--- src/rtl/dl_if.sv ---
// Core/memory signal bundle for the data-load controller.
// The master side drives requests and memory data; the controller is the slave.
interface dl_if;
    logic [63:0] data;
    logic        mr1, mr2, mr3, mr4;
    logic [15:0] maddr1, maddr2, maddr3, maddr4;
    logic        memread;
    logic [15:0] memaddr;
    logic [15:0] dout1, dout2, dout3, dout4;
    logic        dv1, dv2, dv3, dv4;

    modport master (
        output data, mr1, mr2, mr3, mr4,
        output maddr1, maddr2, maddr3, maddr4,
        input  memread, memaddr,
        input  dout1, dout2, dout3, dout4,
        input  dv1, dv2, dv3, dv4
    );

    modport slave (
        input  data, mr1, mr2, mr3, mr4,
        input  maddr1, maddr2, maddr3, maddr4,
        output memread, memaddr,
        output dout1, dout2, dout3, dout4,
        output dv1, dv2, dv3, dv4
    );
endinterface

--- src/rtl/dl_controller.sv ---
// Four-core data-load controller: merges same-line reads into one memory
// access, serialises distinct lines by fixed priority (core 1 first).
module dl_controller #(
    parameter int WORD_W = 16,
    parameter int ADDR_W = 16
) (
    input  logic CLK,
    input  logic RSTN,
    dl_if.slave  bus
);

    logic [3:0]        mr;
    logic [ADDR_W-1:0] maddr [4];
    logic [WORD_W-1:0] dout  [4];
    logic [ADDR_W-1:0] sa    [4];
    logic [3:0]        dv;
    logic [3:0]        pending;
    logic [3:0]        served;
    logic [ADDR_W-3:0] lead;

    assign mr       = {bus.mr4, bus.mr3, bus.mr2, bus.mr1};
    assign maddr[0] = bus.maddr1;
    assign maddr[1] = bus.maddr2;
    assign maddr[2] = bus.maddr3;
    assign maddr[3] = bus.maddr4;

    function automatic logic [WORD_W-1:0] lane_sel(
        input logic [63:0] d,
        input logic [1:0]  sel
    );
        logic [WORD_W-1:0] r;
        unique case (sel)
            2'd0: r = d[63:48];
            2'd1: r = d[47:32];
            2'd2: r = d[31:16];
            2'd3: r = d[15:0];
        endcase
        return r;
    endfunction

    // A held request stays served until its address moves away from SA
    always_comb begin
        pending = '0;
        for (int i = 0; i < 4; i++)
            pending[i] = mr[i] & (~dv[i] | (maddr[i] != sa[i]));
    end

    // Descending scan so the lowest-numbered pending core wins
    always_comb begin
        lead = '0;
        for (int i = 3; i >= 0; i--)
            if (pending[i])
                lead = maddr[i][ADDR_W-1:2];
    end

    always_comb begin
        served = '0;
        for (int i = 0; i < 4; i++)
            served[i] = pending[i] & (maddr[i][ADDR_W-1:2] == lead);
    end

    assign bus.memread = |pending;
    assign bus.memaddr = {2'b00, lead};

    always_ff @(posedge CLK or negedge RSTN) begin
        if (!RSTN) begin
            for (int i = 0; i < 4; i++) begin
                dout[i] <= '0;
                sa[i]   <= '0;
            end
            dv <= '0;
        end else begin
            for (int i = 0; i < 4; i++) begin
                if (served[i]) begin
                    dout[i] <= lane_sel(bus.data, maddr[i][1:0]);
                    sa[i]   <= maddr[i];
                    dv[i]   <= 1'b1;
                end else if (!mr[i]) begin
                    dv[i] <= 1'b0;
                end
            end
        end
    end

    assign bus.dout1 = dout[0];
    assign bus.dout2 = dout[1];
    assign bus.dout3 = dout[2];
    assign bus.dout4 = dout[3];
    assign bus.dv1   = dv[0];
    assign bus.dv2   = dv[1];
    assign bus.dv3   = dv[2];
    assign bus.dv4   = dv[3];

endmodule

--- src/flat_wrapper.sv ---
// flat-port wrapper written by rule: the top's interface ports become plain ports
module dl_controller_flat 
#(
    parameter int WORD_W = 16,
    parameter int ADDR_W = 16
)
  (CLK, RSTN, bus_data, bus_mr1, bus_mr2, bus_mr3, bus_mr4, bus_maddr1, bus_maddr2, bus_maddr3, bus_maddr4, bus_memread, bus_memaddr, bus_dout1, bus_dout2, bus_dout3, bus_dout4, bus_dv1, bus_dv2, bus_dv3, bus_dv4);
  dl_if bus_i ();
  input  logic CLK;
  input  logic RSTN;
  input wire logic [$bits(bus_i.data)-1:0] bus_data;
  input wire logic [$bits(bus_i.mr1)-1:0] bus_mr1;
  input wire logic [$bits(bus_i.mr2)-1:0] bus_mr2;
  input wire logic [$bits(bus_i.mr3)-1:0] bus_mr3;
  input wire logic [$bits(bus_i.mr4)-1:0] bus_mr4;
  input wire logic [$bits(bus_i.maddr1)-1:0] bus_maddr1;
  input wire logic [$bits(bus_i.maddr2)-1:0] bus_maddr2;
  input wire logic [$bits(bus_i.maddr3)-1:0] bus_maddr3;
  input wire logic [$bits(bus_i.maddr4)-1:0] bus_maddr4;
  output wire logic [$bits(bus_i.memread)-1:0] bus_memread;
  output wire logic [$bits(bus_i.memaddr)-1:0] bus_memaddr;
  output wire logic [$bits(bus_i.dout1)-1:0] bus_dout1;
  output wire logic [$bits(bus_i.dout2)-1:0] bus_dout2;
  output wire logic [$bits(bus_i.dout3)-1:0] bus_dout3;
  output wire logic [$bits(bus_i.dout4)-1:0] bus_dout4;
  output wire logic [$bits(bus_i.dv1)-1:0] bus_dv1;
  output wire logic [$bits(bus_i.dv2)-1:0] bus_dv2;
  output wire logic [$bits(bus_i.dv3)-1:0] bus_dv3;
  output wire logic [$bits(bus_i.dv4)-1:0] bus_dv4;
  assign bus_i.data = bus_data;
  assign bus_i.mr1 = bus_mr1;
  assign bus_i.mr2 = bus_mr2;
  assign bus_i.mr3 = bus_mr3;
  assign bus_i.mr4 = bus_mr4;
  assign bus_i.maddr1 = bus_maddr1;
  assign bus_i.maddr2 = bus_maddr2;
  assign bus_i.maddr3 = bus_maddr3;
  assign bus_i.maddr4 = bus_maddr4;
  assign bus_memread = bus_i.memread;
  assign bus_memaddr = bus_i.memaddr;
  assign bus_dout1 = bus_i.dout1;
  assign bus_dout2 = bus_i.dout2;
  assign bus_dout3 = bus_i.dout3;
  assign bus_dout4 = bus_i.dout4;
  assign bus_dv1 = bus_i.dv1;
  assign bus_dv2 = bus_i.dv2;
  assign bus_dv3 = bus_i.dv3;
  assign bus_dv4 = bus_i.dv4;
  dl_controller #(.WORD_W(WORD_W), .ADDR_W(ADDR_W)) u_core (.CLK(CLK), .RSTN(RSTN), .bus(bus_i));
endmodule
--- config.mk ---
export PLATFORM = sky130hd
export DESIGN_NAME = dl_controller_flat
export DESIGN_NICKNAME = d
export VERILOG_FILES = /design/src/rtl/dl_if.sv /design/src/rtl/dl_controller.sv /design/src/flat_wrapper.sv
export SDC_FILE = /design/constraint.sdc
export NUM_CORES = 1
export LEC_CHECK = 0
export BUFFER_PORTS_ARGS = -buffer_cell sky130_fd_sc_hd__buf_2
export CAP_MARGIN = 0
export CORE_ASPECT_RATIO = 0.75
export CORE_MARGIN = 3
export CORE_UTILIZATION = 55
export CTS_BUF_LIST = sky130_fd_sc_hd__clkbuf_8 sky130_fd_sc_hd__clkbuf_16
export CTS_CLUSTER_SIZE = 10
export DETAILED_ROUTE_END_ITERATION = 8
export PLACE_DENSITY_LB_ADDON = 0.15
export SLEW_MARGIN = 20
export SYNTH_ARGS = -nofsm -noshare
export SYNTH_HDL_FRONTEND = slang
export SYNTH_SLANG_ARGS = --single-unit
--- constraint.sdc ---
create_clock -name CLK -period 3 [get_ports CLK]
set_input_delay 0.3 -clock CLK [delete_from_list [all_inputs] [get_ports CLK]]
set_output_delay 0.3 -clock CLK [all_outputs]
set_load 0.005 [all_outputs]
# [Word level (Yosys, flattened, before mapping)]
# Index checks and enable logic that the tools add are counted.
[classes] addsub=0 mul=0 div=0 order_cmp=0 n_eq_ne=24 shifts=0 mux=16 bitwise=16 reduce_logical=5
[op_table] cell="case mux 16 bit (4 select lines)" count=4
[op_table] cell="inequality test 16 bit" count=4
[op_table] cell="== test 14 bit" count=4
[op_table] cell="2-to-1 mux 14 bit" count=4
[op_table] cell="== test 2 bit (second input constant)" count=8
[op_table] cell="AND 1 bit" count=8
[op_table] cell="== test 2 x 1 -> 1 bit (second input constant)" count=4
[op_table] cell="zero test 2 bit" count=4
[op_table] cell="2-to-1 mux 1 bit" count=8
[op_table] cell="inequality test 2 x 1 -> 1 bit (second input constant)" count=4
[op_table] cell="inverter 1 bit" count=4
[op_table] cell="OR 1 bit" count=4
[op_table] cell="OR reduction 4 bit" count=1
[word_totals] reg_bits=132 latch_bits=0 ram_bits=0 romBits=0 inputBits=134 output_inout_bits=85 word_cells=73 mem_count=0

# [Longest topological paths before layout]
[depth] ltp_word=10 depth_mapped=13 depth_no_buf=9

# [Worst setup path before layout]
# OpenSTA, ideal clock, no wires.
[synth_timing] path_type="in2reg" start="input bus_maddr2[8]" end="register u_core.dout, in the netlist u_core.bus.dout3[0]" setup_ps=125 arrival_ps=2654 t_required_ps=2875 setup_slack_ps=221 path_stages=12 path_buffers=3 cell_sequence="clkbuf_1 -> xor2_1 -> nor4_1 -> nand3_1 -> o21ai_2 -> buf_2 -> nor2_1 -> a31oi_1 -> mux2i_1 -> a221oi_4 -> buf_6 -> mux2_4"
[synth_via] elab_chain_cells=7
[synth_rtl] item="start: declaration" line_no="flat_wrapper.sv:17" text="input wire logic [$bits(bus_i.maddr2)-1:0] bus_maddr2;"
[synth_rtl] item="inequality test 16 bit" line_no="dl_controller.sv:45" text="pending[i] = mr[i] & (~dv[i] | (maddr[i] != sa[i]));"
[synth_rtl] item="OR 1 bit" line_no="dl_controller.sv:45"
[synth_rtl] item="AND 1 bit" line_no="dl_controller.sv:45"
[synth_rtl] item="2-to-1 mux 14 bit * (2 in series)" line_no="dl_controller.sv:52" text="if (pending[i])"
[synth_rtl] item="== test 14 bit *" line_no="dl_controller.sv:59" text="served[i] = pending[i] & (maddr[i][ADDR_W-1:2] == lead);"
[synth_rtl] item="AND 1 bit *" line_no="dl_controller.sv:59"
[synth_rtl] item="end signal: indexed assignment" line_no="dl_controller.sv:75" text="dout[i] <= lane_sel(bus.data, maddr[i][1:0]);"
[synth_rtl] item="end: declaration" line_no="dl_controller.sv:14" text="logic [WORD_W-1:0] dout [4];"
# Every way passes the cells marked *; elsewhere a longest branch is shown, timed or not.
# A chain may end at the register's enable or synchronous reset.

# [Worst setup path after layout]
[layout_timing] start="register u_core.sa[50] in the netlist's numbering" end="register u_core.dout, in the netlist u_core.bus.dout4[15]"
[layout_via] elab_chain_cells=6
[layout_rtl] item="start: declaration" line_no="dl_controller.sv:15" text="logic [ADDR_W-1:0] sa [4];"
[layout_rtl] item="start signal: indexed assignment" line_no="dl_controller.sv:76" text="sa[i] <= maddr[i];"
[layout_rtl] item="inequality test 16 bit" line_no="dl_controller.sv:45"
[layout_rtl] item="OR 1 bit" line_no="dl_controller.sv:45"
[layout_rtl] item="AND 1 bit" line_no="dl_controller.sv:45"
[layout_rtl] item="2-to-1 mux 14 bit" line_no="dl_controller.sv:52"
[layout_rtl] item="== test 14 bit" line_no="dl_controller.sv:59"
[layout_rtl] item="AND 1 bit" line_no="dl_controller.sv:59"
# Every way passes these cells.

==> flow_metrics.py <==
metrics = {
    "outcome": {
        "outcome": "finished, violations left",
        "violations": "negative setup slack",
    },
    "global_routing": {
        "grt_pass1_wl_mm": 47.25,
        "track_usage": 0.3393,
        "grt_pass1_vias": 8234,
        "grt_max_degree": 64,
        "antenna_found_initial": 0,
        "grt_overflow": 0,
    },
    "floorplan": {
        "dieArea_um2": 18400,
        "ios": 219,
        "die-width_um": 155.6,
        "start_util": 0.5694,
        "fp-row-count": 40,
        "dieHeight_um": 118.2,
        "core_um2": 16220,
    },
    "finish": {
        "final_area_um2": 12110,
        "multi_input_area_um2": 5555,
        "regArea_um2": 3303,
        "diodes": 0,
        "drive_gt1_frac": 0.5665,
        "n_fill_cell": 1119,
        "final_net_count": 1166,
        "area_growth_pct": 31.18,
    },
    "sta": {
        "drv_slew": 0,
        "max_freq_mhz": 322.1,
        "holdWs_ns": 0.1131,
        "finalSetupViolCount": 57,
        "rsz0062_at_grt": "yes",
        "finalHoldViolations": 0,
        "finalCriticalPeriod_ns": 3.105,
        "fin_crit_sh": 1.035,
        "setup_tns_ns": -2.383,
        "finClkSkew_ns": 0.01143,
        "fin_ws_ns": -0.1045,
    },
    "synthesis": {
        "ys_ff_latch": 132,
        "yosysTopAreaCellShare": 0.3577,
        "synthAdderAreaFrac": 0,
        "async_reset_ff_frac": 1.000,
        "synth_ff_type": "dfrtp_1",
        "synth_most_common_cell": "dfrtp_1",
        "synth_top_family_by_area": "multiplexers",
        "synthXorXnorAreaFrac": 0.1195,
        "synth.avg_cell_area_um2": 12.17,
        "synthMuxAreaShare": 0.3252,
        "synth_top_area_cell": "dfrtp_1",
        "ys.warnings.count": 0,
        "synth_compound_area_frac": 0.07412,
        "yosysUniqueCellTypes": 55,
        "synth_edf_count": 0,
        "yosysSeqAreaShare": 0.3577,
        "synth_common_cells": "132 x dfrtp_1, 92 x xor2_1, 64 x mux4_2",
        "synth-simple-area-share": 0.05678,
        "synth_area_um2": 9234,
        "syn_inst": 759,
        "ys_top_cells_by_area": "dfrtp_1 36%, mux4_2 16%, mux2_4 9.4%, xor2_1 8.7%, mux2_2 6.8%",
    },
    "clock_tree": {
        "clock_latency_ns": 0.43,
        "clock-sinks": 132,
        "cts_inserted_buffers": 17,
        "cts_root_buffer": "clkbuf_16",
        "cts_tree": "done",
        "clk_path_buf_depth": 2,
        "clk_pin_slew_ns": 0.06,
        "cts.htree.levels": 4,
    },
    "routing": {
        "drc": 0,
        "vias": 7702,
        "routedWlPerCell_um": 24.54,
        "drt-total-wl_mm": 30.80,
        "antenna_left": 0,
        "dr.pass1.iters": 8,
        "drt_iter0_markers": 835,
        "viasPerCell": 6.137,
    },
    "worst_setup_path": {
        "cpPeakStageDelay_ns": 0.40,
        "crit_path_cell_trace": "xor2_1 -> nor4_1 -> nand4_1 -> o21ai_2 -> buf_12 -> nand2_2 -> o41ai_2 -> nor4b_4 -> nand4_4 -> buf_6 -> clkbuf_16 -> mux2_2",
        "cp_slowest_cell": "o41ai_2",
        "critPathLaunchType": "flip-flop",
        "worstPathArrival_ns": 3.42,
        "path_buf_inv": 3,
        "cp-end-kind": "flip-flop",
        "critPathRequiredTime_ns": 3.31,
        "crit_type": "reg -> reg",
        "regToRegSetupSlack_ns": -0.10,
        "cp_top_family": "simple AND/OR/NAND/NOR gates",
        "crit_fanout": 16,
    },
    "pwr": {
        "pwr-share-comb": 0.309,
        "p_sw_mw": 2.081,
        "swShare": 0.3079,
        "peakVddDrop_uv": 427.3,
        "p_clk_frac": 0.320,
        "power_frac_seq": 0.371,
        "cellPowerDensity_nw_per_um2": 557.9,
        "internal_power_mw": 4.678,
        "p_leak_nw": 5.625,
    },
    "place": {
        "placed_area_um2": 11020,
        "port_buffers": 216,
        "dpl_worst_slack_ns": -0.2034,
        "hpwlAfterDp_mm": 22.92,
        "gp_congestion": 0.9693,
    },
    "job": {
        "cap_violations": 0,
    },
    "min_path": {
        "hold_path_class": "in -> reg",
    },
}
per-stage QoR:
step | std cells | power, mW | util
detailed placement | 1207 | 4.500 | 0.6798
global placement | 1207 | 4.419 | 0.6798
CTS | 1247 | 6.736 | 0.7356
global route | 1255 | 7.074 | 0.7470
floorplan | 760 | 3.669 | -
finish | 1255 | 6.758 | 0.7470
power by group through the flow:
stage                     sequential, mW  combinational (mW)  clock [mW]
after global placement              2.49                1.92           0
after floorplan                     2.48                1.19           0
after detailed placement            2.51                1.99           0
after global routing                2.55                2.24        2.28
after CTS                           2.50                2.05        2.19
final                               2.51                2.09        2.16
tightest hold or removal path, stage by stage:
cell and delay (ns):
buf_2 0.09, nand2_1 0.05, nand2_1 0.06
sequential cells by signal, summed over array words and instances, names as in the netlist:
register	count
u_core.dv	4
u_core.sa	64
u_core.bus.dout4	16
u_core.bus.dout2	16
u_core.bus.dout3	16
u_core.bus.dout1	16
routing by layer:
layer  global-route usage  part of all wire
met1               0.4611              0.41
met2               0.5205              0.46
met3               0.1021              0.10
met4               0.1186             0.027
met5                    0                 0
placed cells by master, fill, tap and decap left out, drive strengths merged, types with 4 or more instances in the layout:
cell type / instances
buf: 341
xor2: 92
a21o: 4
nand4: 13
o21ai: 32
a21oi: 9
a31oi: 4
clkinv: 5
mux4: 64
mux2i: 6
o211ai: 5
mux2: 114
clkbuf: 19
xnor2: 34
nand3: 7
a221oi: 4
o22ai: 7
nor2: 11
dfrtp: 132
nor4: 20
inv: 31
nand2: 42
a22o: 7
nor3: 5
cell families after synthesis:
logic type      after synthesis
mux                         184
flops                       132
xor+xnor                    126
buf+inv                     117
simple gates                102
compound gates               97
other cells                   1
worst paths after layout:
check                              start                   end  cells after the start
max                        u_core.sa[50]  u_core.bus.dout4[15]                     12
min                              bus_mr4          u_core.dv[3]                      3
max reg2reg                u_core.sa[50]  u_core.bus.dout4[15]                     12
min reg2reg                u_core.sa[60]         u_core.sa[60]                      1
max in group asynchronous           RSTN   u_core.bus.dout1[0]                      3
min in group asynchronous           RSTN         u_core.sa[34]                      2
final cells by class:
cell class                 instances  area share
inverter                          26    0.008057
tap                              210     0.02169
clock inverter                    14     0.01405
timing repair buffer             344      0.1886
sequential                       132      0.2727
multi-input combinational        511      0.4586
clock buffer                      18     0.03626
repair_timing:
action	in CTS	in global routing
endpoints found under the hold margin	34	0
gates resized for setup	49	21
buffers inserted	5	8
hold buffers	1	0
setup endpoints to repair	71	79
gates cloned	2	1
pin swaps	21	28
Power figures use the tool's default switching activity.
